File: src/rtl/regfile_ctx_engine_pkg.sv
// Shared constants for the register-file context save/restore engine.
package regfile_ctx_engine_pkg;

  localparam int unsigned DATA_W   = 32;
  localparam int unsigned ADDR_W   = 5;
  localparam int unsigned NUM_REGS = 32;

  localparam logic [ADDR_W-1:0] REG_FIRST = 5'd1;
  localparam logic [ADDR_W-1:0] REG_LAST  = 5'd31;
  localparam logic [ADDR_W-1:0] SP_IDX    = 5'd29;
  localparam logic [DATA_W-1:0] SP_RESET  = 32'h0000_07fc;

  localparam logic [2:0] ST_IDLE    = 3'd0;
  localparam logic [2:0] ST_SAVE    = 3'd1;
  localparam logic [2:0] ST_RESTORE = 3'd2;
  localparam logic [2:0] ST_CSUM_TX = 3'd3;
  localparam logic [2:0] ST_CSUM_RX = 3'd4;
  localparam logic [2:0] ST_DONE    = 3'd5;

  // Saturates at REG_LAST so the index never wraps onto r0.
  function automatic logic [ADDR_W-1:0] next_idx(input logic [ADDR_W-1:0] idx);
    return (idx == REG_LAST) ? REG_LAST : idx + ADDR_W'(1);
  endfunction

endpackage

File: src/rtl/regctx_xor_acc.sv
// XOR fold accumulator for the context-stream checksum.
// Present only when REGCTX_CHECKSUM_EN is defined.
`ifdef REGCTX_CHECKSUM_EN
module regctx_xor_acc
  import regfile_ctx_engine_pkg::*;
(
  input  logic              clk,
  input  logic              reset,
  input  logic              clear_i,
  input  logic              en_i,
  input  logic [DATA_W-1:0] din_i,
  output logic [DATA_W-1:0] acc_o
);

  logic [DATA_W-1:0] acc_q;

  always_ff @(posedge clk or posedge reset) begin
    if (reset)        acc_q <= '0;
    else if (clear_i) acc_q <= '0;
    else if (en_i)    acc_q <= acc_q ^ din_i;
  end

  assign acc_o = acc_q;

endmodule
`endif

File: src/rtl/regfile_ctx_engine.sv
// Context save/restore engine: streams r1..r31 out of / back into the register file.
// Define REGCTX_CHECKSUM_EN to append and verify an XOR checksum word.
module regfile_ctx_engine
  import regfile_ctx_engine_pkg::*;
(
  input  logic              clk,
  input  logic              reset,
  input  logic              save_req,
  input  logic              restore_req,
  output logic              busy,
  output logic              done,
  output logic              err,
  output logic [ADDR_W-1:0] rf_read_addr,
  input  logic [DATA_W-1:0] rf_read_data,
  output logic [ADDR_W-1:0] rf_write_addr,
  output logic [DATA_W-1:0] rf_write_data,
  output logic              rf_reg_write,
  output logic              out_valid,
  input  logic              out_ready,
  output logic [DATA_W-1:0] out_data,
  input  logic              in_valid,
  output logic              in_ready,
  input  logic [DATA_W-1:0] in_data
);

  logic [2:0]        state_q, state_d;
  logic [ADDR_W-1:0] idx_q, idx_d;
  logic              busy_q, busy_d;
  logic              done_q, done_d;
  logic              out_valid_q, out_valid_d;
  logic [DATA_W-1:0] out_data_q, out_data_d;
  logic              out_hs, in_hs, in_ready_c;

`ifdef REGCTX_CHECKSUM_EN
  logic              acc_clear, acc_en;
  logic [DATA_W-1:0] acc_din, acc;
  logic              err_q, err_d;

  regctx_xor_acc u_acc (
    .clk    (clk),
    .reset  (reset),
    .clear_i(acc_clear),
    .en_i   (acc_en),
    .din_i  (acc_din),
    .acc_o  (acc)
  );

  always_ff @(posedge clk or posedge reset) begin
    if (reset) err_q <= 1'b0;
    else       err_q <= err_d;
  end

  assign err = err_q;
`else
  assign err = 1'b0;
`endif

  assign in_ready_c = (state_q == ST_RESTORE) || (state_q == ST_CSUM_RX);
  assign out_hs     = out_valid_q && out_ready;
  assign in_hs      = in_valid && in_ready_c;

  // Read port runs one word ahead so the next beat loads on the handshake edge.
  assign rf_read_addr  = (state_q == ST_SAVE) ? next_idx(idx_q) :
                         ((state_q == ST_IDLE) && save_req) ? REG_FIRST : '0;
  assign rf_reg_write  = in_hs && (state_q == ST_RESTORE);
  assign rf_write_addr = rf_reg_write ? idx_q : '0;
  assign rf_write_data = rf_reg_write ? in_data : '0;

  // Next-state and registered-output logic.
  always_comb begin
    state_d     = state_q;
    idx_d       = idx_q;
    out_valid_d = out_valid_q;
    out_data_d  = out_data_q;
`ifdef REGCTX_CHECKSUM_EN
    acc_clear   = 1'b0;
    acc_en      = 1'b0;
    acc_din     = out_data_q;
    err_d       = err_q;
`endif
    case (state_q)
      ST_IDLE: begin
        if (save_req || restore_req) begin
          idx_d = REG_FIRST;
`ifdef REGCTX_CHECKSUM_EN
          acc_clear = 1'b1;
          err_d     = 1'b0;
`endif
          if (save_req) begin
            state_d     = ST_SAVE;
            out_valid_d = 1'b1;
            out_data_d  = rf_read_data;
          end else begin
            state_d = ST_RESTORE;
          end
        end
      end
      ST_SAVE: begin
        if (out_hs) begin
`ifdef REGCTX_CHECKSUM_EN
          acc_en  = 1'b1;
          acc_din = out_data_q;
`endif
          if (idx_q == REG_LAST) begin
`ifdef REGCTX_CHECKSUM_EN
            state_d    = ST_CSUM_TX;
            out_data_d = acc ^ out_data_q;
`else
            state_d     = ST_DONE;
            out_valid_d = 1'b0;
`endif
          end else begin
            idx_d      = next_idx(idx_q);
            out_data_d = rf_read_data;
          end
        end
      end
      ST_RESTORE: begin
        if (in_hs) begin
`ifdef REGCTX_CHECKSUM_EN
          acc_en  = 1'b1;
          acc_din = in_data;
`endif
          if (idx_q == REG_LAST) begin
`ifdef REGCTX_CHECKSUM_EN
            state_d = ST_CSUM_RX;
`else
            state_d = ST_DONE;
`endif
          end else begin
            idx_d = next_idx(idx_q);
          end
        end
      end
`ifdef REGCTX_CHECKSUM_EN
      ST_CSUM_TX: begin
        if (out_hs) begin
          state_d     = ST_DONE;
          out_valid_d = 1'b0;
        end
      end
      ST_CSUM_RX: begin
        if (in_hs) begin
          state_d = ST_DONE;
          if (in_data != acc) err_d = 1'b1;
        end
      end
`endif
      ST_DONE: begin
        state_d = ST_IDLE;
        idx_d   = REG_FIRST;
      end
      default: begin
        state_d     = ST_IDLE;
        idx_d       = REG_FIRST;
        out_valid_d = 1'b0;
      end
    endcase
    busy_d = (state_d != ST_IDLE);
    done_d = (state_d == ST_DONE);
  end

  always_ff @(posedge clk or posedge reset) begin
    if (reset) begin
      state_q     <= ST_IDLE;
      idx_q       <= REG_FIRST;
      busy_q      <= 1'b0;
      done_q      <= 1'b0;
      out_valid_q <= 1'b0;
      out_data_q  <= '0;
    end else begin
      state_q     <= state_d;
      idx_q       <= idx_d;
      busy_q      <= busy_d;
      done_q      <= done_d;
      out_valid_q <= out_valid_d;
      out_data_q  <= out_data_d;
    end
  end

  assign busy      = busy_q;
  assign done      = done_q;
  assign out_valid = out_valid_q;
  assign out_data  = out_data_q;
  assign in_ready  = in_ready_c;

endmodule

File: config.mk
export PLATFORM = sky130hd
export DESIGN_NAME = regfile_ctx_engine
export DESIGN_NICKNAME = d
export VERILOG_FILES = /design/src/rtl/regfile_ctx_engine_pkg.sv /design/src/rtl/regctx_xor_acc.sv /design/src/rtl/regfile_ctx_engine.sv
export SDC_FILE = /design/constraint.sdc
export NUM_CORES = 1
export LEC_CHECK = 0
export BUFFER_PORTS_ARGS = -buffer_cell sky130_fd_sc_hd__buf_2
export CORE_MARGIN = 3
export CORE_UTILIZATION = 40
export DETAILED_ROUTE_END_ITERATION = 12
export PLACE_DENSITY = 0.73
export SYNTH_ARGS = -nofsm -noshare
export SYNTH_HDL_FRONTEND = slang
export SYNTH_SLANG_ARGS = --single-unit
export TNS_END_PERCENT = 5
File: constraint.sdc
create_clock -name clk -period 5 [get_ports clk]
set_clock_uncertainty 0.15 [all_clocks]
set_input_delay 0.25 -clock clk [delete_from_list [all_inputs] [get_ports clk]]
set_output_delay 0.25 -clock clk [all_outputs]
set_load 0.005 [all_outputs]
==> metrics.log, run 1 <==
[metrics] postcts setup bufs: 0
[metrics] upper clock frequency limit: 0.316 GHz
[metrics] Routed WL: 5900 um
[metrics] weighted congestion at the end of routability-driven global placement: 0.842
[metrics] grt ovf: 0
[metrics] share of flip-flops with an asynchronous set or reset: 100%
[metrics] global-route usage over all layers: 17.2%
[metrics] setup_tns: 0 ns
[metrics] post-synthesis instance total: 191
[metrics] die area: 6780 sq um
[metrics] via count: 1880
[metrics] most used flip-flop cell after synthesis: sky130_fd_sc_hd__dfrtp_1
[metrics] largest net degree at the start of global routing: 44
[metrics] number of rows created at floorplan: 27
[metrics] outcome: complete, no violations
[metrics] core area: 5570 sq um
[metrics] top cells by area, synth: sky130_fd_sc_hd__dfrtp_1 (45%), sky130_fd_sc_hd__mux2_4 (19%), sky130_fd_sc_hd__and2_1 (9.7%), sky130_fd_sc_hd__buf_12 (2.6%), sky130_fd_sc_hd__ha_1 (1.6%)
[metrics] minimum clock period: 3.17 ns
[metrics] worst-margin pin slew: 0.712 ns
[metrics] top cell type's share of synthesized area: 45.1%
[metrics] Leakage Power: 1.72 nW
[metrics] cell mode on critical path: sky130_fd_sc_hd__ha_1
[metrics] fraction of layout instances using a drive strength above 1: 58.7%
[metrics] wire length of the first global-routing pass: 8940 um
[metrics] average footprint of a synthesized cell: 12.2 sq um
[metrics] arrival time reported for the critical path endpoint: 3.19 ns
[metrics] number of clock sinks: 43
[metrics] number of antenna violations at the first check in global routing: 0
[metrics] critical path required time: 5.02 ns
[metrics] vias in the first global route: 1790
[metrics] die outline width: 82.3 um
[metrics] clock tree from TritonCTS: built
[metrics] CTS H-tree lvls: 2
[metrics] Vias per Instance: 4.57
[metrics] number of nets in the synthesized netlist: 264
[metrics] crit path cell chain: ha_1, and3_1, ha_1, inv_1, nand4_2, a21boi_4, buf_4, mux2_4
[metrics] unrepaired setup endpoints after global routing: no
[metrics] kind of start point of the critical path: flop
[metrics] flop and latch count out of synthesis: 43
[metrics] type of destination of the critical path: flop
[metrics] number of remaining DRC errors: 0
[metrics] Detailed Place HPWL: 4470 um
[metrics] area overhead of the layout relative to synthesis: 37.4%
[metrics] minimum setup slack after placement: 1.83 ns
[metrics] Final #Nets: 411
[metrics] library cell occupying the most area in the post-synthesis netlist: sky130_fd_sc_hd__dfrtp_1
[metrics] netlist area before placement: 2330 sq um
[metrics] # IOs: 150
[metrics] CTS Buf Count: 5
[metrics] Bufs on Longest Clock Path: 2
[metrics] stage delay of the slowest cell on the critical path: 0.58 ns
[metrics] Clock Pin Slew Worst Setup and Hold Paths: 0.09 ns
[metrics] effective utilization at floorplan: 41.8%
[metrics] part of the Yosys area used for sequential elements: 46.2%
[metrics] DR pass1 iterations: 4
[metrics] final hold slack: 0.0312 ns
[metrics] maximum net fanout on the critical path: 18
[metrics] count of pins over their slew limit: 0
[metrics] CP max-delay cell: sky130_fd_sc_hd__a21boi_4
[metrics] Die Y-Extent: 82.3 um
[metrics] source-to-sink clock delay at the later pin of the worst-skew pair: 0.29 ns
[metrics] Util after Layout: 57.4%
[metrics] count of cell types in the netlist: 41
[metrics] VDD IR-drop max: 0.000316 V
[metrics] Setup WS post-layout: 1.83 ns
[metrics] number of hold violations in the final report: 0
[metrics] type of the worst min-delay path: input pin to flop
[metrics] CP bufs+invs: 2
[metrics] crit-path leading delay family: buffers and inverters
[metrics] worst slew margin relative to its limit: 52.6%
[metrics] Finish-stage setup viols: 0
[metrics] fin crit share: 63.3%
[metrics] count of nets left with antenna violations after detail routing: 0
[metrics] diodes inserted: 0
[metrics] Crit Path Category: flop to flop
[metrics] Root Buffer Master: sky130_fd_sc_hd__clkbuf_8
[metrics] number of gates resized after CTS: 0
[metrics] input/output buffers: 148
[metrics] Starting DRT DRC Count: 52
[metrics] Post-synth EDFFs: 0
[metrics] drt wl/cell: 14.4 um
[metrics] max-cap check violation count: 0
[metrics] number of hold-repair buffers added at the cts stage: 1
[metrics] total power divided by cell area: 450 nW/um^2
[metrics] number of warning messages in the yosys log: 0
[state kept, by name (all words and copies together), names as in the netlist]
name	count
out_valid	1
busy	1
state_q	3
out_data	32
idx_q	5
done	1
[path summary, 6_finish.rpt]
path / depth (start not counted) / to / from / slack, ns
min in group asynchronous: 4 / out_data[12] / reset / 0.50
worst min register to register: 1 / out_data[21] / out_data[21] / 0.36
worst max-delay path: 8 / out_data[28] / idx_q[1] / 1.83
max in group asynchronous: 4 / out_valid / reset / 3.81
worst min-delay path: 2 / out_data[8] / rf_read_data[8] / 0.03
worst max register to register: 8 / out_data[28] / idx_q[1] / 1.83
[through the flow]
| stage | total power [mW] | std cells | area [sq um] |
|---|---|---|---|
| after floorplan | 0.961 | 191 | 2330 |
| after global placement | 1.17 | 402 | 3080 |
| after detailed placement | 1.18 | 402 | 3080 |
| after CTS | 1.46 | 411 | 3200 |
| after global routing | 1.54 | 411 | 3200 |
| final | 1.44 | 411 | 3200 |
[metal layers]
metal | share of wire (%) | track usage [%] | vias to the layer above
li1 | - | - | 949
met3 | 5.5 | 4.23 | 2
met2 | 50 | 27.1 | 57
met4 | 0.61 | 3.49 | 0
met5 | 0 | 0 | -
met1 | 43 | 24.1 | 872
[logic make-up after synthesis]
| group | synth area share [%] |
|---|---|
| adder cells (fa/ha/maj) | 1.61 |
| multiplexers | 20.3 |
| flip-flops | 46.2 |
| AND/OR/NAND/NOR | 18.9 |
| other | 0.161 |
| XOR/XNOR | 0.376 |
| AO/OA/AOI/OAI | 7.09 |
| buffers and inverters | 5.32 |
[worst reg2reg max path: stages (launching register included)]
cell,delay [ns]
sky130_fd_sc_hd__dfrtp_1,0.42
sky130_fd_sc_hd__ha_1,0.22
sky130_fd_sc_hd__and3_1,0.21
sky130_fd_sc_hd__ha_1,0.28
sky130_fd_sc_hd__inv_1,0.24
sky130_fd_sc_hd__nand4_2,0.17
sky130_fd_sc_hd__a21boi_4,0.58
sky130_fd_sc_hd__buf_4,0.44
sky130_fd_sc_hd__mux2_4,0.34
[Yosys cell counts, types with 2 or more instances]
cell	instances
sky130_fd_sc_hd__a31oi_1	2
sky130_fd_sc_hd__nor2_1	8
sky130_fd_sc_hd__nor2b_1	4
sky130_fd_sc_hd__mux2_4	30
sky130_fd_sc_hd__mux2_2	2
sky130_fd_sc_hd__buf_2	3
sky130_fd_sc_hd__and2_1	36
sky130_fd_sc_hd__nor4_1	3
sky130_fd_sc_hd__clkbuf_1	3
sky130_fd_sc_hd__a311oi_1	2
sky130_fd_sc_hd__nand2_1	4
sky130_fd_sc_hd__o21ai_0	2
sky130_fd_sc_hd__nand3_1	2
sky130_fd_sc_hd__buf_4	2
sky130_fd_sc_hd__nor3_1	6
sky130_fd_sc_hd__inv_1	5
sky130_fd_sc_hd__buf_12	3
sky130_fd_sc_hd__nand2b_1	6
sky130_fd_sc_hd__or2_2	2
sky130_fd_sc_hd__dfrtp_1	42
sky130_fd_sc_hd__ha_1	3
sky130_fd_sc_hd__a21oi_1	2
[power by group]
part | leakage, nW | internal (mW) | switching, mW
registers | 0.511 | 0.501 | 0.0924
clock network | 0.0581 | 0.149 | 0.118
logic | 1.15 | 0.367 | 0.213
[layout by cell type, fill, tap and decap left out, types with 4 or more instances in the layout]
| cell type | synthesis | final |
|---|---|---|
| sky130_fd_sc_hd__buf_2 | 3 | 148 |
| sky130_fd_sc_hd__dfrtp_1 | 42 | 42 |
| sky130_fd_sc_hd__and2_1 | 36 | 36 |
| sky130_fd_sc_hd__nand2_1 | 4 | 4 |
| sky130_fd_sc_hd__mux2_4 | 30 | 30 |
| sky130_fd_sc_hd__inv_1 | 5 | 4 |
| sky130_fd_sc_hd__nor2_1 | 8 | 8 |
| sky130_fd_sc_hd__nand2b_1 | 6 | 6 |
| sky130_fd_sc_hd__nor3_1 | 6 | 6 |
| sky130_fd_sc_hd__clkbuf_8 | 0 | 5 |
| sky130_fd_sc_hd__nor2b_1 | 4 | 4 |
[cell type report]
| class | count | area, sq um |
|---|---|---|
| Tap cell | 72 | 90.1 |
| Timing Repair Buffer | 152 | 773 |
| Sequential cell | 43 | 1080 |
| Multi-Input combinational cell | 131 | 1130 |
| Inverter | 5 | 18.8 |
| Clock buffer | 5 | 68.8 |
| Fill cell | 486 | 2370 |
| Clock inverter | 3 | 43.8 |
(Power assumes the default switching activity.)
==> run 2: changes to the inputs <==
Settings changed: CORE_UTILIZATION 40 to 38.
Clock period 5 ns to 2.6 ns, I/O delays scaled along.
==> metrics.log, run 2 (synthesis results as in run 1) <==
[metrics] number of clock sinks: 43 (unchanged)
[metrics] Crit Path Category: flop to primary output
[metrics] outcome: complete, no violations
[metrics] Finish-stage setup viols: 0 (unchanged)
[metrics] beginning of the worst register-to-register path: idx_q[1]
[metrics] number of antenna violations at the first check in global routing: 0 (unchanged)
[metrics] number of remaining DRC errors: 0 (unchanged)
[metrics] effective utilization at floorplan: 40.8% (-0.99 points)
[metrics] CTS H-tree lvls: 2 (unchanged)
[metrics] fraction of layout instances using a drive strength above 1: 54.4% (-4.3 points)
[metrics] type of the worst min-delay path: input pin to flop
[metrics] VDD IR-drop max: 0.000414 V (+31%)
[metrics] total power divided by cell area: 770 nW/um^2 (+71%)
[metrics] input/output buffers: 148 (unchanged)
[metrics] R2R cell count: 7 (-1)
[metrics] most common cell after layout, fill and taps aside: sky130_fd_sc_hd__buf_2
[metrics] Bufs on Longest Clock Path: 2 (unchanged)
[metrics] wire length of the first global-routing pass: 10500 um (+17%)
[metrics] kind of start point of the critical path: flop
[metrics] minimum clock period: 2.47 ns
[metrics] type of destination of the critical path: primary output
[metrics] weighted congestion at the end of routability-driven global placement: 0.906 (+7.5%)
[metrics] worst slew margin relative to its limit: 42.8% (-9.7 points)
[metrics] leading cell types in the layout, fill and taps excluded: sky130_fd_sc_hd__buf_2 (148), sky130_fd_sc_hd__dfrtp_1 (42), sky130_fd_sc_hd__and2_1 (36)
[metrics] end of the worst register-to-register path: idx_q[2]
[metrics] count of placed standard cells in the final layout, fillers left out: 447 (+8.8%)
[metrics] Vias per Instance: 4.71 (+3.0%)
[metrics] worst-case hold path end point: busy
[metrics] Root Buffer Master: sky130_fd_sc_hd__clkbuf_8
[metrics] diodes inserted: 0 (unchanged)
[metrics] max-cap check violation count: 0 (unchanged)
[metrics] global-route usage over all layers: 18.0% (+0.81 points)
[metrics] critical path required time: 2.32 ns (-2.70 ns)
[metrics] setup_tns: 0 ns (unchanged)
[metrics] flip-flop count of the largest register, all copies and words added: 32 (unchanged)
[metrics] Final #Nets: 447 (+8.8%)
[metrics] maximum net fanout on the critical path: 9 (-9)
[metrics] upper clock frequency limit: 0.405 GHz
[metrics] # IOs: 150 (unchanged)
[metrics] DR pass1 iterations: 4 (unchanged)
[metrics] die outline width: 84.3 um (+2.4%)
[metrics] Hold Path Stages: 3 (+1)
[metrics] via count: 2105 (+12%)
[metrics] Routed WL: 6360 um (+7.8%)
[metrics] Starting DRT DRC Count: 48 (-7.7%)
[metrics] vias in the first global route: 2214 (+24%)
[metrics] area overhead of the layout relative to synthesis: 52.1%
[metrics] fin crit share: 95.0%
[metrics] core area: 5710 sq um (+2.4%)
[metrics] Inst Count DP: 406 (+1.0%)
[metrics] largest net degree at the start of global routing: 27 (-39%)
[metrics] Worst R2R Setup Slack: 0.26 ns (-1.57 ns)
[metrics] count of pins over their slew limit: 0 (unchanged)
[metrics] Leakage Power: 1.86 nW (+8.1%)
[metrics] drt wl/cell: 14.2 um (-0.91%)
[metrics] count of nets left with antenna violations after detail routing: 0 (unchanged)
[metrics] clock tree from TritonCTS: built
[metrics] number of hold violations in the final report: 0 (unchanged)
[metrics] die area: 7110 sq um (+4.9%)
[metrics] Die Y-Extent: 84.3 um (+2.4%)
[metrics] source-to-sink clock delay at the later pin of the worst-skew pair: 0.29 ns (about the same)
[metrics] number of rows created at floorplan: 27 (unchanged)
[metrics] fill cell count: 455 (-6.4%)
[metrics] final hold slack: 0.0675 ns (+0.0363 ns)
[metrics] grt ovf: 0 (unchanged)
[metrics] arrival time reported for the critical path endpoint: 2.19 ns (-1.00 ns)
[metrics] origin of the worst min-delay path: restore_req
[metrics] unrepaired setup endpoints after global routing: no
[metrics] Detailed Place HPWL: 4510 um (+1.0%)
[metrics] CTS Buf Count: 5 (unchanged)
[metrics] worst-margin pin slew: 0.852 ns (+0.141 ns)
[metrics] Clock Pin Slew Worst Setup and Hold Paths: 0.08 ns (about the same)
[run 2: metrics by stage]
stage | utilization, % | worst slack (ns) | cell area [sq um] | total power [mW]
2_1_floorplan | - | 0.171 | 2330 | 1.85
3_3_place_gp | 54.7 | 0.253 | 3120 | 2.26
3_5_place_dp | 54.7 | 0.189 | 3120 | 2.29
4_1_cts | 62.0 | 0.0593 | 3540 | 2.76
5_1_grt | 62.1 | 0.0113 | 3540 | 2.92
6_report | 62.1 | 0.131 | 3540 | 2.73
[run 2: what timing repair did]
item	in CTS	in global routing
hold endpoints to repair	54	0
gates resized for setup	1	1
setup buffers	0	0
hold buffers	33	0
setup endpoints to repair	1	1
[run 2: routing by layer]
layer	share of wire [%]	GRT usage (%)	routed length [um]
met3	5.7	5.20	365
met4	1.5	4.09	97
met2	50	31.0	3150
met1	43	22.4	2740
met5	0	0	0
[run 2: worst max-delay path, cell delays in order, from the launching register on]
cell                       delay, ns
sky130_fd_sc_hd__dfstp_2        0.58
sky130_fd_sc_hd__ha_1           0.21
sky130_fd_sc_hd__and3_1         0.20
sky130_fd_sc_hd__ha_2           0.27
sky130_fd_sc_hd__inv_1          0.08
sky130_fd_sc_hd__buf_4          0.17
sky130_fd_sc_hd__a311oi_1       0.21
sky130_fd_sc_hd__buf_2          0.16
[run 2: layout make-up]
class                      instances  area [sq um]  area share (%)
multi-input combinational        131          1140            32.1
timing repair buffer             188          1140            32.1
sequential                        43          1080            30.4
tap                               72          90.1            2.54
clock buffer                       6          72.6            2.05
inverter                           5          18.8           0.529
clock inverter                     2          12.5           0.353
[run 2: how the worst max path moves through the flow]
| stage | startpoint | to | slack (ns) | cells past startpoint |
|---|---|---|---|---|
| 6_report | idx_q[0] | rf_read_addr[3] | 0.13 | 7 |
| 5_1_grt | idx_q[0] | rf_read_addr[3] | 0.01 | 7 |
| 4_1_cts | idx_q[0] | rf_read_addr[2] | 0.06 | 7 |
| 3_5_place_dp | idx_q[1] | out_data[30] | 0.19 | 8 |
| 3_3_place_gp | idx_q[1] | out_data[24] | 0.25 | 8 |
| 2_1_floorplan | idx_q[1] | out_data[0] | 0.17 | 9 |
[run 2: power by group]
part           total [mW]  leakage, nW  internal, mW  switching, mW
sequential           1.14        0.511         0.965          0.179
clock               0.408       0.0412         0.188          0.220
combinational        1.18         1.31         0.756          0.419
==> run 3: changes to the inputs <==
Settings changed: CORE_MARGIN 3 to unset, CORE_UTILIZATION 38 to 40, CTS_BUF_LIST set to sky130_fd_sc_hd__clkbuf_4, PLACE_DENSITY 0.73 to 0.76.
==> metrics.log, run 3 (synthesis results as in run 1) <==
[metrics] flip-flop count of the largest register, all copies and words added: 32 (unchanged)
[metrics] Die Y-Extent: 78.3 um (-7.1%)
[metrics] die area: 6130 sq um (-14%)
[metrics] combined flip-flop and latch cell area: 1080 sq um (unchanged)
[metrics] clock tree from TritonCTS: built
[metrics] global-route usage over all layers: 20.2% (+2.1 points)
[metrics] # IOs: 150 (unchanged)
[metrics] wire length of the first global-routing pass: 9810 um (-6.5%)
[metrics] drt wl/cell: 13.7 um (-3.9%)
[metrics] number of rows created at floorplan: 27 (unchanged)
[metrics] upper clock frequency limit: 0.412 GHz (+1.7%)
[metrics] setup_tns: 0 ns (unchanged)
[metrics] Bufs on Longest Clock Path: 2 (unchanged)
[metrics] number of clock sinks: 43 (unchanged)
[metrics] maximum net fanout on the critical path: 9 (unchanged)
[metrics] leading cell types in the layout, fill and taps excluded: sky130_fd_sc_hd__buf_2 (148), sky130_fd_sc_hd__dfrtp_1 (42), sky130_fd_sc_hd__and2_1 (36)
[metrics] total power divided by cell area: 775 nW/um^2 (+0.74%)
[metrics] Clock Pin Slew Worst Setup and Hold Paths: 0.13 ns (+0.05 ns)
[metrics] core area: 5570 sq um (-2.4%)
[metrics] input/output buffers: 148 (unchanged)
[metrics] grt ovf: 0 (unchanged)
[metrics] worst slew margin relative to its limit: 42.1% (-0.74 points)
[metrics] count of nets left with antenna violations after detail routing: 0 (unchanged)
[metrics] fraction of layout instances using a drive strength above 1: 54.6% (+0.24 points)
[metrics] post-layout power: 2.78 mW (+1.7%)
[metrics] arrival time reported for the critical path endpoint: 2.15 ns (-0.04 ns)
[metrics] CTS Buf Count: 5 (unchanged)
[metrics] Root Buffer Master: sky130_fd_sc_hd__clkbuf_4
[metrics] worst-margin pin slew: 0.863 ns (+0.0110 ns)
[metrics] type of destination of the critical path: primary output
[metrics] die outline width: 78.3 um (-7.1%)
[metrics] source-to-sink clock delay at the later pin of the worst-skew pair: 0.35 ns (+0.06 ns)
[metrics] Crit Path Category: flop to primary output
[metrics] outcome: complete, no violations
[metrics] Starting DRT DRC Count: 50 (+4.2%)
[metrics] max-cap check violation count: 0 (unchanged)
[metrics] diodes inserted: 0 (unchanged)
[metrics] via count: 2093 (-0.57%)
[metrics] CP max-delay cell: sky130_fd_sc_hd__dfstp_2
[metrics] vias in the first global route: 2108 (-4.8%)
[metrics] DR pass1 iterations: 5 (+1)
[metrics] number of hold violations in the final report: 0 (unchanged)
[metrics] stage delay of the slowest cell on the critical path: 0.58 ns (about the same)
[metrics] area of combinational cells with multiple inputs: 1150 sq um (+0.77%)
[metrics] largest net degree at the start of global routing: 26 (-3.7%)
[metrics] VDD IR-drop max: 0.000397 V (-4.2%)
[metrics] Detailed Place HPWL: 4090 um (-9.4%)
[metrics] Finish-stage setup viols: 0 (unchanged)
[metrics] fin crit share: 93.4% (-1.6 points)
[metrics] minimum clock period: 2.43 ns (-0.0410 ns)
[metrics] Routed WL: 6130 um (-3.5%)
[metrics] CTS H-tree lvls: 2 (unchanged)
[metrics] area overhead of the layout relative to synthesis: 53.7%
[metrics] critical path required time: 2.32 ns (about the same)
[metrics] unrepaired setup endpoints after global routing: no
[metrics] count of pins over their slew limit: 0 (unchanged)
[metrics] type of the worst min-delay path: input pin to flop
[metrics] Leakage Power: 1.87 nW (+0.66%)
[metrics] number of remaining DRC errors: 0 (unchanged)
[metrics] effective utilization at floorplan: 41.8% (+0.99 points)
[metrics] CP bufs+invs: 3 (unchanged)
[metrics] fill cell count: 464 (+2.0%)
[metrics] crit-path leading delay family: flip-flops
[metrics] crit path cell chain: ha_1, and3_4, ha_4, inv_1, buf_4, a311oi_1, buf_2
[metrics] Vias per Instance: 4.66 (-1.0%)
[metrics] Final #Nets: 449 (+0.45%)
[metrics] weighted congestion at the end of routability-driven global placement: 0.905 (about the same)
[metrics] most common cell after layout, fill and taps aside: sky130_fd_sc_hd__buf_2
[metrics] final hold slack: 0.0268 ns (-0.0407 ns)
[metrics] kind of start point of the critical path: flop
[metrics] number of antenna violations at the first check in global routing: 0 (unchanged)
## run 3: changes by cell type in the layout (fill, tap and decap cells not counted), sizes merged
cell and delta:
bufinv +1, buf +1, clkinvlp -1, clkbuf -1, clkinv +1, dlygate4sd3 +1
## run 3: worst paths after layout
kind	startpoint	to	slack [ns]	cells past startpoint
max	idx_q[0]	rf_read_addr[3]	0.17	7
min	save_req	out_valid	0.03	3
max reg2reg	idx_q[1]	idx_q[2]	0.29	7
min reg2reg	out_data[1]	out_data[1]	0.37	1
max in group asynchronous	reset	out_data[7]	1.36	4
min in group asynchronous	reset	out_data[29]	0.22	3
## run 3: metal layers
metal  up-vias  track usage, %  wire (um)
met5         -               0          0
met4         0            4.81         94
met3        10            5.12        383
met2        87            35.4       3090
met1       968            24.6       2570
li1       1028               -          -
## run 3: timing repair
| action | 4_1_cts | 5_1_grt |
|---|---|---|
| hold endpoints to repair | 55 | 0 |
| gates cloned | 0 | 0 |
| buffers inserted | 0 | 1 |
| gates resized for setup | 1 | 2 |
| setup endpoints to repair | 2 | 3 |
| hold buffers | 34 | 0 |
## run 3: area by class of cell
type / count / area share [%]
clock buffers: 5 / 1.05
clock inverters: 3 / 1.22
inverters: 5 / 0.524
multi-input cells: 131 / 32.0
flip-flops and latches: 43 / 30.1
well taps: 72 / 2.52
repair buffers: 190 / 32.6
## run 3: worst reg2reg max path, stage by stage (launching register included)
cell and delay, ns:
sky130_fd_sc_hd__dfrtp_1 0.44, sky130_fd_sc_hd__ha_1 0.23, sky130_fd_sc_hd__and3_4 0.20, sky130_fd_sc_hd__ha_4 0.18, sky130_fd_sc_hd__nand3b_1 0.18, sky130_fd_sc_hd__a221oi_2 0.38, sky130_fd_sc_hd__nor2_1 0.13, sky130_fd_sc_hd__a221o_1 0.32
## run 3: per-stage QoR
step	instance area [sq um]	utilization, %	setup slack, ns	cells
after global placement	3130	56.2	0.250	406
final	3580	64.2	0.172	449
after global routing	3580	64.2	0.00156	449
after detailed placement	3130	56.2	0.186	406
after floorplan	2330	-	0.171	191
after CTS	3560	63.8	0.0333	448
## run 3: power by group
group          switching [mW]  internal (mW)  total (mW)  leakage [nW]
clock network           0.225          0.203       0.427        0.0452
logic                   0.431          0.771        1.20          1.32
registers               0.185          0.962        1.15         0.511
